==> config.mk <==
export PLATFORM = sky130hd
export DESIGN_NAME = regfile_sb
export DESIGN_NICKNAME = d
export VERILOG_FILES = /design/src/rtl/regfile_sb.sv
export SDC_FILE = /design/constraint.sdc
export NUM_CORES = 1
export LEC_CHECK = 0
export CORE_ASPECT_RATIO = 1.4
export CORE_MARGIN = 5
export CORE_UTILIZATION = 40
export DETAILED_ROUTE_END_ITERATION = 10
export HOLD_SLACK_MARGIN = 0.12
export PLACE_DENSITY = 0.62
export RECOVER_POWER = 50
export SETUP_SLACK_MARGIN = 0.2
export SYNTH_ARGS = -nofsm -noshare
export SYNTH_HDL_FRONTEND = slang
export SYNTH_SLANG_ARGS = --single-unit
==> constraint.sdc <==
create_clock -name clk -period 2.4 [get_ports clk]
set_input_delay 0.36 -clock clk [delete_from_list [all_inputs] [get_ports clk]]
set_output_delay 0.36 -clock clk [all_outputs]
set_load 0.02 [all_outputs]
==> src/rtl/regfile_sb.sv <==
// Two-read/one-write register file with writeback bypass and a per-register
// busy scoreboard used by decode for read-after-write hazard detection.
module regfile_sb #(
  parameter int DATA_W = 8,
  parameter int ADDR_W = 3,
  parameter bit BYPASS = 1'b1
) (
  input  logic              clk,
  input  logic              rst,
  input  logic [ADDR_W-1:0] AA,
  input  logic [ADDR_W-1:0] BA,
  output logic [DATA_W-1:0] data_a,
  output logic [DATA_W-1:0] data_b,
  output logic              busy_a,
  output logic              busy_b,
  input  logic              issue,
  input  logic [ADDR_W-1:0] issue_da,
  input  logic              WR,
  input  logic [ADDR_W-1:0] DA,
  input  logic [DATA_W-1:0] data_in,
  output logic [ADDR_W:0]   pending_cnt
);

  localparam int DEPTH = 2 ** ADDR_W;

  logic [DATA_W-1:0] regs_q [DEPTH];
  logic [DATA_W-1:0] regs_d [DEPTH];
  logic [DEPTH-1:0]  busy_q;
  logic [DEPTH-1:0]  busy_d;
  logic [ADDR_W:0]   cnt_q;
  logic [ADDR_W:0]   cnt_d;

  always_comb begin
    for (int r = 0; r < DEPTH; r++) begin
      regs_d[r] = regs_q[r];
    end
    busy_d = busy_q;
    for (int r = 1; r < DEPTH; r++) begin
      if (WR && DA == ADDR_W'(r)) begin
        regs_d[r] = data_in;
      end
      // A new producer supersedes a writeback from the old one.
      if (issue && issue_da == ADDR_W'(r)) begin
        busy_d[r] = 1'b1;
      end else if (WR && DA == ADDR_W'(r)) begin
        busy_d[r] = 1'b0;
      end
    end
    regs_d[0] = '0;
    busy_d[0] = 1'b0;
    cnt_d = '0;
    for (int r = 0; r < DEPTH; r++) begin
      cnt_d = cnt_d + {{ADDR_W{1'b0}}, busy_d[r]};
    end
  end

  always_ff @(posedge clk or negedge rst) begin
    if (!rst) begin
      for (int r = 0; r < DEPTH; r++) begin
        regs_q[r] <= '0;
      end
      busy_q <= '0;
      cnt_q  <= '0;
    end else begin
      for (int r = 0; r < DEPTH; r++) begin
        regs_q[r] <= regs_d[r];
      end
      busy_q <= busy_d;
      cnt_q  <= cnt_d;
    end
  end

  logic [ADDR_W-1:0] rd_addr [2];
  logic [DATA_W-1:0] rd_data [2];
  logic              rd_busy [2];

  assign rd_addr[0] = AA;
  assign rd_addr[1] = BA;

  // Outputs are held at zero during reset, bypass path included.
  for (genvar gi = 0; gi < 2; gi++) begin : g_rd
    logic rd_live;
    logic rd_hit;
    assign rd_live     = rst && (rd_addr[gi] != '0);
    assign rd_hit      = BYPASS && WR && (DA == rd_addr[gi]);
    assign rd_data[gi] = !rd_live ? '0 : (rd_hit ? data_in : regs_q[rd_addr[gi]]);
    assign rd_busy[gi] = rd_live && !rd_hit && busy_q[rd_addr[gi]];
  end

  assign data_a      = rd_data[0];
  assign data_b      = rd_data[1];
  assign busy_a      = rd_busy[0];
  assign busy_b      = rd_busy[1];
  assign pending_cnt = cnt_q;

endmodule

==> results by group, run 1 <==
STA
  • Share of the clock period used by the worst path: 109.0%
  • Fmax: 382.3 MHz
  • Final setup viols: 2
  • Max_slew headroom: 14.69%
  • Max Slew Vio Count: 0
  • Min Clock Period, post-route: 2.616 ns
  • Clock Skews: 0.001550 ns
  • Hold Fails Final Rpt: 0
  • RSZ-0062 raised after global routing: yes
  • Worst-Margin Slew: 1.280 ns
  • Final WS setup: -0.2160 ns

Setup path
  • CP Launch Point: DA[2]
  • Worst r2r path cells: 7
  • Kind of end point of the critical path: flip-flop
  • Critical path depth: 10
  • Worst Path Buf+Inv: 3
  • Worst endpoint required time: 2.60 ns
  • Most used cell along the critical path: fa_1
  • R2R Path Start: busy_q[4]$_DFF_PN0_
  • CP max FO: 3
  • Setup crit end: pending_cnt[1]$_DFF_PN0_
  • CP top delay family: adder cells
  • CP Data Arrival Time: 2.82 ns
  • Worst setup path class: primary input to flip-flop
  • CP Cell Sequence: buf_2, nor2b_4, nand2_2, a22o_1, inv_2, fa_1, fa_1, inv_2, fa_2, fa_1
  • Crit start category: primary input
  • Max incr delay on CP: 0.53 ns
  • Worst R2R Setup Slack: -0.17 ns
  • Crit-path slowest cell: fa_1
  • R2r endpoint: pending_cnt[1]$_DFF_PN0_

Floorplan
  • Core Area: 9792 um2
  • Die area: 12040 um2
  • Die X: 94.19 um
  • Die H: 127.9 um
  • Initial core utilization: 40.53%
  • Ports: 46
  • Row count: 43

Global routing
  • First-pass GRT wire length: 18320 um
  • Vias in the first global route: 3410
  • Global Route Usage Sum: 20.30%
  • Initial antenna violation count: 0
  • Largest net degree at the start of global routing: 51
  • Gr ovfl total: 0

Clocking
  • CTS Hold Bufs: 0
  • CTS Buf Count: 9
  • TritonCTS Sinks: 66
  • Worst-path clk slew: 0.05 ns
  • Htree depth: 3
  • CTS tree: done
  • Worst skew pair latency: 0.33 ns
  • Root buf cell: clkbuf_16
  • CTS max path bufs: 2

Synth
  • Syn Nets: 363
  • Cell count after synthesis: 335
  • Yosys top cell area share: 41.61%
  • Top-count cell post-synth: dfrtp_1
  • Mapped cell area: 3969 um2
  • Syn Area/Cell: 11.85 um2
  • Async S/R FF share, synth: 100.0%
  • Leading area contributor after synthesis: dfrtp_1
  • Post-synth EDFFs: 0
  • FF+latch count, synth: 66
  • Synth area leaders: dfrtp_1 42%, mux2_2 16%, mux4_2 8.5%
  • Sequential share of the synthesized area: 41.61%
  • Synth warn: 0
  • Netlist cell types: 41
  • Post-synth top cells: 66 x dfrtp_1, 58 x mux2_2, 15 x a211oi_1, 15 x mux4_2, 15 x nand2_1
  • Top_reg_cell synth: dfrtp_1

Routing
  • Vias: 3241
  • Final ANT Viol Nets: 0
  • Post-DR wirelength/cell: 19.97 um
  • First DRT Iteration DRCs: 215
  • First-pass DRT Iterations: 4
  • DR vias/cell: 5.569
  • Total detailed-routing wirelength: 11620 um
  • # DRC: 0

Place
  • I/O Buffers: 44
  • Dpl ws: -1.083 ns
  • Post-DP HPWL: 8234 um
  • Placer Congestion: 0.9372

Hold path
  • Hold Crit Class: primary input to flip-flop

Power
  • NetSw: 1.205 mW
  • Switch share: 29.08%
  • Pwr Density: 749.0 nW/um2
  • Maximum vdd drop: 0.5476 mV
  • Clock share of power: 32.0%
  • Leak: 2.444 nW
  • Flop pwr share: 37.8%
  • Int Pwr: 2.938 mW
  • Pwr Total: 4.143 mW
  • Combinational share of power: 30.3%

Outcome
  • Outcome: complete, but fails checks
  • Violated checks: setup timing

Layout
  • Share of cells above drive strength 1: 53.69%
  • Area Overhead vs Synth: 39.38%
  • Ant. Diodes: 0
  • Fin util: 56.49%
  • Final #Nets: 470

Flow run
  • Total of max-cap violations: 0
==> cells in the final DEF (no fill, tap or decap), types with 4 or more instances in the layout <==
| master | Yosys | routed |
|---|---|---|
| mux2i_1 | 13 | 13 |
| nor2_1 | 11 | 9 |
| o21ai_0 | 9 | 7 |
| o21ai_1 | 7 | 8 |
| buf_2 | 14 | 16 |
| nand2_1 | 15 | 11 |
| clkdlybuf4s50_1 | 0 | 11 |
| mux2_2 | 58 | 58 |
| mux2_1 | 6 | 6 |
| buf_6 | 2 | 16 |
| clkbuf_16 | 0 | 9 |
| nor3_1 | 6 | 5 |
| a211oi_2 | 0 | 9 |
| a22oi_1 | 8 | 8 |
| dfrtp_1 | 66 | 66 |
| nand4_1 | 6 | 6 |
| nand2_2 | 0 | 4 |
| buf_4 | 7 | 67 |
| clkdlybuf4s15_2 | 0 | 4 |
| nor2b_4 | 0 | 5 |
| mux4_2 | 15 | 15 |
| inv_1 | 11 | 8 |
| clkbuf_1 | 1 | 5 |
| buf_12 | 0 | 4 |
| xnor2_1 | 6 | 4 |
| a211oi_1 | 15 | 6 |
| a21oi_1 | 7 | 6 |
| a22o_1 | 9 | 9 |
==> logic make-up after synthesis <==
family          Yosys count  synth area share, %
mux                      92                29.95
flops                    66                41.61
compound gates           65                11.51
simple gates             57                7.850
buf+inv                  44                5.643
xor+xnor                  6                1.324
fa+ha+maj                 4                2.018
other cells               1              0.09449
==> state kept, by name (all words and copies together) (netlist names) <==
register and flops:
pending_cnt 3, busy_q 7, regs_q 56
==> tightest hold or removal path, delay by kind of cell <==
kind	cells	cell delay, ns
compound gates	1	0.21
buf+inv	2	0.17
==> area by class of cell <==
cell class | instances | area (um2)
clock inverter | 2 | 35.03
fill | 846 | 4260
sequential | 66 | 1652
clock buffer | 14 | 264.0
timing repair buffer | 129 | 1109
multi-input combinational | 225 | 2262
tap | 135 | 168.9
inverter | 11 | 41.29
==> power groups by stage <==
stage,logic (mW),clock network (mW),registers (mW)
5_1_grt,1.38,1.38,1.59
6_report,1.25,1.32,1.57
3_5_place_dp,1.21,0,1.57
3_3_place_gp,1.17,0,1.56
4_1_cts,1.24,1.34,1.56
2_1_floorplan,0.759,0,1.54
==> stage by stage <==
| stage | cell area, um2 | TNS (ns) | hold WS, ns | cells |
|---|---|---|---|---|
| detailed placement | 5001 | -12.61 | 0.4596 | 553 |
| finish | 5532 | -0.3752 | 0.4542 | 582 |
| CTS | 5482 | -0.3966 | 0.1634 | 577 |
| global placement | 5001 | -12.26 | 0.4445 | 553 |
| global route | 5532 | -0.4977 | 0.4941 | 582 |
| floorplan | 4038 | -1.442 | 0.06441 | 335 |
==> metal layers <==
layer	vias to the layer above	global-route usage [%]	wire length, um	part of all wire [%]
met5	-	0	0	0
met1	1644	27.30	4860	42
li1	1461	-	-	-
met4	0	9.184	281	2.4
met2	114	31.98	5750	49
met3	22	3.464	729	6.3
==> timing repair <==
item	4_1_cts	5_1_grt
cloned	1	0
buffers inserted	7	5
setup endpoints to repair	21	17
pin swaps	13	15
gates resized for setup	156	34
==> worst min-delay path by stage <==
| stage | from | to | cells past startpoint |
|---|---|---|---|
| global placement | rst | regs_q[42]$_DFFE_PN0P_ | 2 |
| detailed placement | rst | regs_q[10]$_DFFE_PN0P_ | 2 |
| floorplan | rst | busy_q[1]$_DFF_PN0_ | 0 |
| global route | issue_da[1] | busy_q[4]$_DFF_PN0_ | 3 |
| CTS | rst | regs_q[42]$_DFFE_PN0P_ | 2 |
| finish | issue_da[1] | busy_q[4]$_DFF_PN0_ | 3 |
No activity file was read; power rests on OpenSTA's default activity.
==> run 2, diff against run 1 <==
--- a/config.mk
+++ b/config.mk
@@ -10,7 +10,6 @@
 export CORE_UTILIZATION = 40
 export DETAILED_ROUTE_END_ITERATION = 10
 export HOLD_SLACK_MARGIN = 0.12
-export PLACE_DENSITY = 0.62
 export RECOVER_POWER = 50
 export SETUP_SLACK_MARGIN = 0.2
 export SYNTH_ARGS = -nofsm -noshare
==> run 2 against run 1 <==
Compared with the run above: the run still ends with setup timing left; maximum frequency is 0.76% lower; combinational power up 3%; critical path depth fell by 1; die area is the same; non-clock buffer count is 6 higher; sequential power is essentially flat; critical endpoint unchanged; largest power group unchanged.
==> results by group, run 2 (synthesis results as in run 1) <==
Place
  • Post-DP HPWL: 8213 um (-0.25%)
  • Post-placement cell area: 4984 um2 (-0.35%)
  • I/O Buffers: 44 (unchanged)
  • Placer Congestion: 0.9285 (-0.93%)

Clocking
  • TritonCTS Sinks: 66 (unchanged)
  • CTS Hold Bufs: 0 (unchanged)
  • CTS tree: done
  • Root buf cell: clkbuf_16
  • CTS max path bufs: 2 (unchanged)
  • CTS Buf Count: 9 (unchanged)
  • Htree depth: 3 (unchanged)
  • Worst skew pair latency: 0.32 ns (about the same)
  • Worst-path clk slew: 0.05 ns (about the same)

Floorplan
  • Initial core utilization: 40.53% (unchanged)
  • Row count: 43 (unchanged)
  • Die H: 127.9 um (unchanged)
  • Die area: 12040 um2 (unchanged)
  • Die X: 94.19 um (unchanged)
  • Core Area: 9792 um2 (unchanged)
  • Ports: 46 (unchanged)

Global routing
  • First-pass GRT wire length: 19310 um (+5.4%)
  • Global Route Usage Sum: 21.39% (+1.1 points)
  • Gr ovfl total: 0 (unchanged)
  • Initial antenna violation count: 0 (unchanged)
  • Vias in the first global route: 3459 (+1.4%)
  • Largest net degree at the start of global routing: 46 (-9.8%)

Hold path
  • Hold Crit Class: primary input to flip-flop

STA
  • Fmax: 379.4 MHz (-0.76%)
  • RSZ-0062 raised after global routing: yes
  • Setup TNS: -0.4178 ns (-0.04265 ns)
  • Final WS setup: -0.2359 ns (-0.01991 ns)
  • Clock Skews: 0.0008042 ns (-0.0007462 ns)
  • Hold Fails Final Rpt: 0 (unchanged)
  • Final setup viols: 2 (unchanged)
  • Worst-Margin Slew: 1.204 ns (-0.07548 ns)
  • Max_slew headroom: 19.73% (+5.0 points)
  • Share of the clock period used by the worst path: 109.8% (+0.83 points)
  • Max Slew Vio Count: 0 (unchanged)
  • Min Clock Period, post-route: 2.636 ns (+0.01991 ns)

Routing
  • First DRT Iteration DRCs: 301 (+40%)
  • Vias: 3337 (+3.0%)
  • # DRC: 0 (unchanged)
  • Final ANT Viol Nets: 0 (unchanged)
  • Total detailed-routing wirelength: 12600 um (+8.4%)
  • Post-DR wirelength/cell: 21.47 um (+7.5%)
  • First-pass DRT Iterations: 5 (+1)
  • DR vias/cell: 5.685 (+2.1%)

Setup path
  • Kind of end point of the critical path: flip-flop
  • Worst Path Buf+Inv: 3 (unchanged)
  • Most used cell along the critical path: fa_1
  • Crit-path slowest cell: fa_1
  • Worst endpoint required time: 2.60 ns (about the same)
  • CP top delay family: adder cells
  • Max incr delay on CP: 0.51 ns (-0.02 ns)
  • Worst setup path class: primary input to flip-flop
  • Worst R2R Setup Slack: -0.17 ns (about the same)
  • Crit start category: primary input
  • CP max FO: 3 (unchanged)
  • CP Cell Sequence: buf_6, buf_6, nor3_4, o32a_1, fa_1, fa_1, inv_2, fa_2, fa_1
  • CP Data Arrival Time: 2.83 ns (about the same)

Outcome
  • Outcome: complete, but fails checks
  • Violated checks: setup timing

Power
  • Maximum vdd drop: 0.5629 mV (+2.8%)
  • Leak: 2.499 nW (+2.3%)
  • Pwr Density: 744.9 nW/um2 (-0.55%)

Layout
  • Final Cell Area: 5638 um2 (+1.9%)
  • Final #Nets: 476 (+1.3%)
  • Share of cells above drive strength 1: 55.53% (+1.8 points)
  • Max reg flops: 56 (unchanged)
  • Largest Register: regs_q
  • Commonest non-fill, non-tap cell in the layout: buf_4
  • Most frequent cells in the layout: 74 x buf_4, 66 x dfrtp_1, 58 x mux2_2
  • Area Overhead vs Synth: 42.06%
  • Ant. Diodes: 0 (unchanged)

Flow run
  • Total of max-cap violations: 0 (unchanged)
==> run 2: power breakdown <==
group | total [mW] | switching [mW] | internal, mW
clock network | 1.34 | 0.458 | 0.881
registers | 1.57 | 0.191 | 1.38
logic | 1.29 | 0.580 | 0.712
==> run 2: layout make-up <==
class                   instances  area, um2
well taps                     135      168.9
inverters                      11      41.29
fillers                       829       4154
flip-flops and latches         66       1652
repair buffers                135       1161
multi-input cells             225       2310
clock inverters                 2      35.03
clock buffers                  13      270.3
==> run 2: metal layers <==
metal | wire length [um] | GRT usage, % | share of wire, %
met2 | 6156 | 33.49 | 49
met1 | 5249 | 28.54 | 42
met3 | 810 | 4.756 | 6.4
met5 | 0 | 0 | 0
met4 | 384 | 9.099 | 3.0
==> run 2: worst reg2reg max path, delay by kind of cell (launching register included) <==
family          cells  cell delay, ns
compound gates      1            0.21
fa+ha+maj           4            1.80
buf+inv             2            0.09
flops               1            0.34
==> run 2: path summary, 6_finish.rpt <==
check,from,end,depth (start not counted)
max in group asynchronous,rst,regs_q[0]$_DFFE_PN0P_,2
hold / removal,DA[0],busy_q[2]$_DFF_PN0_,4
setup / recovery,DA[1],pending_cnt[1]$_DFF_PN0_,9
setup reg to reg,busy_q[4]$_DFF_PN0_,pending_cnt[1]$_DFF_PN0_,7
min in group asynchronous,rst,regs_q[45]$_DFFE_PN0P_,2
hold reg to reg,regs_q[54]$_DFFE_PN0P_,regs_q[54]$_DFFE_PN0P_,1
==> run 2: repair_timing <==
item	CTS	global route
pin swaps	16	11
endpoints found under the setup margin	21	18
cloned	3	0
setup buffers	12	8
resized for setup	154	43
==> run 2: stage by stage <==
step | worst slack (ns) | cells | total power [mW] | utilization (%) | hold slack, ns
floorplan | -0.6110 | 335 | 2.304 | - | 0.06441
global placement | -1.019 | 549 | 2.741 | 50.89 | 0.4585
global route | -0.2921 | 587 | 4.388 | 57.58 | 0.4773
detailed placement | -1.098 | 549 | 2.782 | 50.89 | 0.4633
finish | -0.2359 | 587 | 4.200 | 57.58 | 0.4744
CTS | -0.2527 | 579 | 4.167 | 56.49 | 0.1702
==> run 3, diff against run 2 <==
==> constraint.sdc (replaced) <==
create_clock -name clk -period 2.6 [get_ports clk]
set_input_delay 0.39 -clock clk [delete_from_list [all_inputs] [get_ports clk]]
set_output_delay 0.39 -clock clk [all_outputs]
set_load 0.02 [all_outputs]
==> run 3 against run 2 <==
Compared with the run above: the flow still finishes with violations (setup timing); combinational power shrank 11%; core utilization shrank 2.0 points; first-iteration DRC count decreased by 16%; clock-buffer cell count unchanged; total power shrank 12%; wire length decreased by 6.8%; non-clock buffer count decreased by 6; die area is the same; largest cell class unchanged.
==> results by group, run 3 (synthesis results as in run 1) <==
Outcome
  • Outcome: complete, but fails checks
  • Violated checks: setup timing

Layout
  • Share of cells above drive strength 1: 50.56% (-5.0 points)
  • Non-filler cells, final: 582 (-0.85%)
  • Register area: 1652 um2 (unchanged)
  • Multi-input logic area: 2211 um2 (-4.3%)
  • Ant. Diodes: 0 (unchanged)
  • Area Overhead vs Synth: 37.14%
  • Commonest non-fill, non-tap cell in the layout: dfrtp_1
  • Max reg flops: 56 (unchanged)
  • Final #Nets: 470 (-1.3%)
  • Fillers: 862 (+4.0%)
  • Largest Register: regs_q
  • Most frequent cells in the layout: 66 x dfrtp_1, 61 x buf_4, 58 x mux2_2
  • Fin util: 55.58% (-2.0 points)
  • Final Cell Area: 5443 um2 (-3.5%)

Power
  • Int Pwr: 2.580 mW (-13%)
  • Maximum vdd drop: 0.6138 mV (+9.0%)
  • Flop pwr share: 39.2% (+1.9 points)
  • Switch share: 29.86% (+0.59 points)
  • Combinational share of power: 31.2% (+0.4 points)
  • Leak: 2.409 nW (-3.6%)
  • Clock share of power: 29.6% (-2.3 points)
  • Pwr Total: 3.678 mW (-12%)
  • NetSw: 1.098 mW (-11%)
  • Pwr Density: 675.8 nW/um2 (-9.3%)

Clocking
  • Root buf cell: clkbuf_16
  • TritonCTS Sinks: 66 (unchanged)
  • CTS max path bufs: 2 (unchanged)
  • CTS Buf Count: 9 (unchanged)
  • Worst-path clk slew: 0.05 ns (about the same)
  • Htree depth: 3 (unchanged)
  • Worst skew pair latency: 0.33 ns (about the same)
  • CTS tree: done

STA
  • Fmax: 370.5 MHz
  • Setup TNS: -0.09895 ns (+0.3189 ns)
  • Hold Fails Final Rpt: 0 (unchanged)
  • Final WS setup: -0.09895 ns (+0.1370 ns)
  • Worst-Margin Slew: 1.170 ns (-0.03367 ns)
  • Share of the clock period used by the worst path: 103.8%
  • Final setup viols: 1 (-1)
  • Max Slew Vio Count: 0 (unchanged)
  • Max_slew headroom: 21.97% (+2.2 points)
  • RSZ-0062 raised after global routing: yes
  • Clock Skews: 0.002038 ns (+0.001233 ns)
  • Min Clock Period, post-route: 2.699 ns

Setup path
  • Worst r2r path cells: 7 (unchanged)
  • R2R Path Start: busy_q[4]$_DFF_PN0_
  • Kind of end point of the critical path: flip-flop
  • Crit-path slowest cell: fa_2
  • Worst setup path class: primary input to flip-flop
  • CP Data Arrival Time: 2.96 ns (+0.13 ns)
  • Max incr delay on CP: 0.53 ns (+0.02 ns)
  • Worst endpoint required time: 2.86 ns (+0.26 ns)
  • Worst R2R Setup Slack: 0.05 ns (+0.22 ns)
  • CP Cell Sequence: buf_6, buf_6, nor3_4, o32a_1, fa_1, fa_1, inv_2, fa_2, fa_2
  • R2r endpoint: pending_cnt[1]$_DFF_PN0_
  • CP max FO: 4 (+1)
  • Crit start category: primary input

Routing
  • DR vias/cell: 5.543 (-2.5%)
  • Vias: 3226 (-3.3%)
  • First DRT Iteration DRCs: 253 (-16%)
  • Total detailed-routing wirelength: 11740 um (-6.8%)
  • Final ANT Viol Nets: 0 (unchanged)
  • Post-DR wirelength/cell: 20.17 um (-6.0%)
  • First-pass DRT Iterations: 4 (-1)
  • # DRC: 0 (unchanged)

Hold path
  • Hold Crit Class: primary input to flip-flop
  • Hold path start: issue_da[1]
  • Hold depth: 2 (-2)
  • Worst hold endpoint: busy_q[3]$_DFF_PN0_

Global routing
  • Gr ovfl total: 0 (unchanged)
  • Initial antenna violation count: 0 (unchanged)
  • Vias in the first global route: 3299 (-4.6%)
  • Largest net degree at the start of global routing: 44 (-4.3%)
  • First-pass GRT wire length: 18310 um (-5.2%)
  • Global Route Usage Sum: 20.32% (-1.1 points)

Floorplan
  • Core Area: 9792 um2 (unchanged)
  • Ports: 46 (unchanged)
  • Die X: 94.19 um (unchanged)
  • Initial core utilization: 40.53% (unchanged)
  • Die area: 12040 um2 (unchanged)
  • Row count: 43 (unchanged)
  • Die H: 127.9 um (unchanged)

Place
  • I/O Buffers: 44 (unchanged)
  • Placed Cells: 545 (-0.73%)
  • Placer Congestion: 0.9195 (-0.97%)
  • Post-DP HPWL: 7884 um (-4.0%)
  • Post-placement cell area: 4928 um2 (-1.1%)

Flow run
  • Total of max-cap violations: 0 (unchanged)
## run 3: changes by cell type in the layout (fill, tap and decap cells not counted), sizes merged
cell / before / now
buf: 112 / 97
clkdlybuf4s18: 1 / 0
dlygate4sd2: 1 / 2
clkbuf: 20 / 24
bufinv: 1 / 0
clkinv: 1 / 3
dlymetal6s2s: 0 / 1
bufbuf: 0 / 1
dlygate4sd3: 0 / 1
clkdlybuf4s15: 3 / 5
## run 3: power groups by stage
| stage | Combinational (mW) | Sequential (mW) | Clock, mW |
|---|---|---|---|
| 2_1_floorplan | 0.701 | 1.43 | 0 |
| 3_3_place_gp | 1.07 | 1.44 | 0 |
| 3_5_place_dp | 1.10 | 1.45 | 0 |
| 4_1_cts | 1.13 | 1.43 | 1.11 |
| 5_1_grt | 1.25 | 1.47 | 1.15 |
| 6_report | 1.15 | 1.44 | 1.09 |
## run 3: worst max-delay path by stage
stage | from | end | cells past startpoint
floorplan | DA[2] | pending_cnt[1]$_DFF_PN0_ | 9
global placement | DA[2] | pending_cnt[1]$_DFF_PN0_ | 9
detailed placement | DA[0] | pending_cnt[1]$_DFF_PN0_ | 9
CTS | DA[1] | pending_cnt[1]$_DFF_PN0_ | 9
global route | DA[1] | pending_cnt[1]$_DFF_PN0_ | 9
finish | DA[1] | pending_cnt[1]$_DFF_PN0_ | 9
## run 3: area by class of cell
type / count / share of cell area, %
flip-flops and latches: 66 / 30.34
well taps: 135 / 3.103
multi-input cells: 225 / 40.62
clock buffers: 13 / 4.598
clock inverters: 3 / 0.2759
inverters: 11 / 0.7586
repair buffers: 129 / 20.30
## run 3: timing repair
action / in CTS / in global routing
setup buffers: 14 / 4
cloned: 2 / 0
hold buffers: 1 / 0
hold endpoints to repair: 2 / 0
pin swaps: 10 / 12
endpoints found under the setup margin: 21 / 19
resized for setup: 125 / 39
## run 3: stage by stage
stage | hold slack, ns | worst slack, ns
3_5_place_dp | 0.2296 | -0.8924
3_3_place_gp | 0.2277 | -0.8458
5_1_grt | 0.5024 | -0.1193
6_report | 0.4895 | -0.09895
2_1_floorplan | 0.09441 | -0.4410
4_1_cts | 0.2022 | -0.05815
## run 3: critical path, delay by kind of cell
family	cells	cell delay, ns
buf+inv	3	0.26
compound gates	1	0.24
simple gates	1	0.26
fa+ha+maj	4	1.82
## run 3: routing by layer
metal / global-route usage (%) / wire [um] / vias to the layer above
met5: 0 / 0 / -
met4: 6.378 / 259 / 0
met3: 4.345 / 622 / 23
met2: 32.23 / 5655 / 95
met1: 27.83 / 5200 / 1652
li1: - / - / 1456
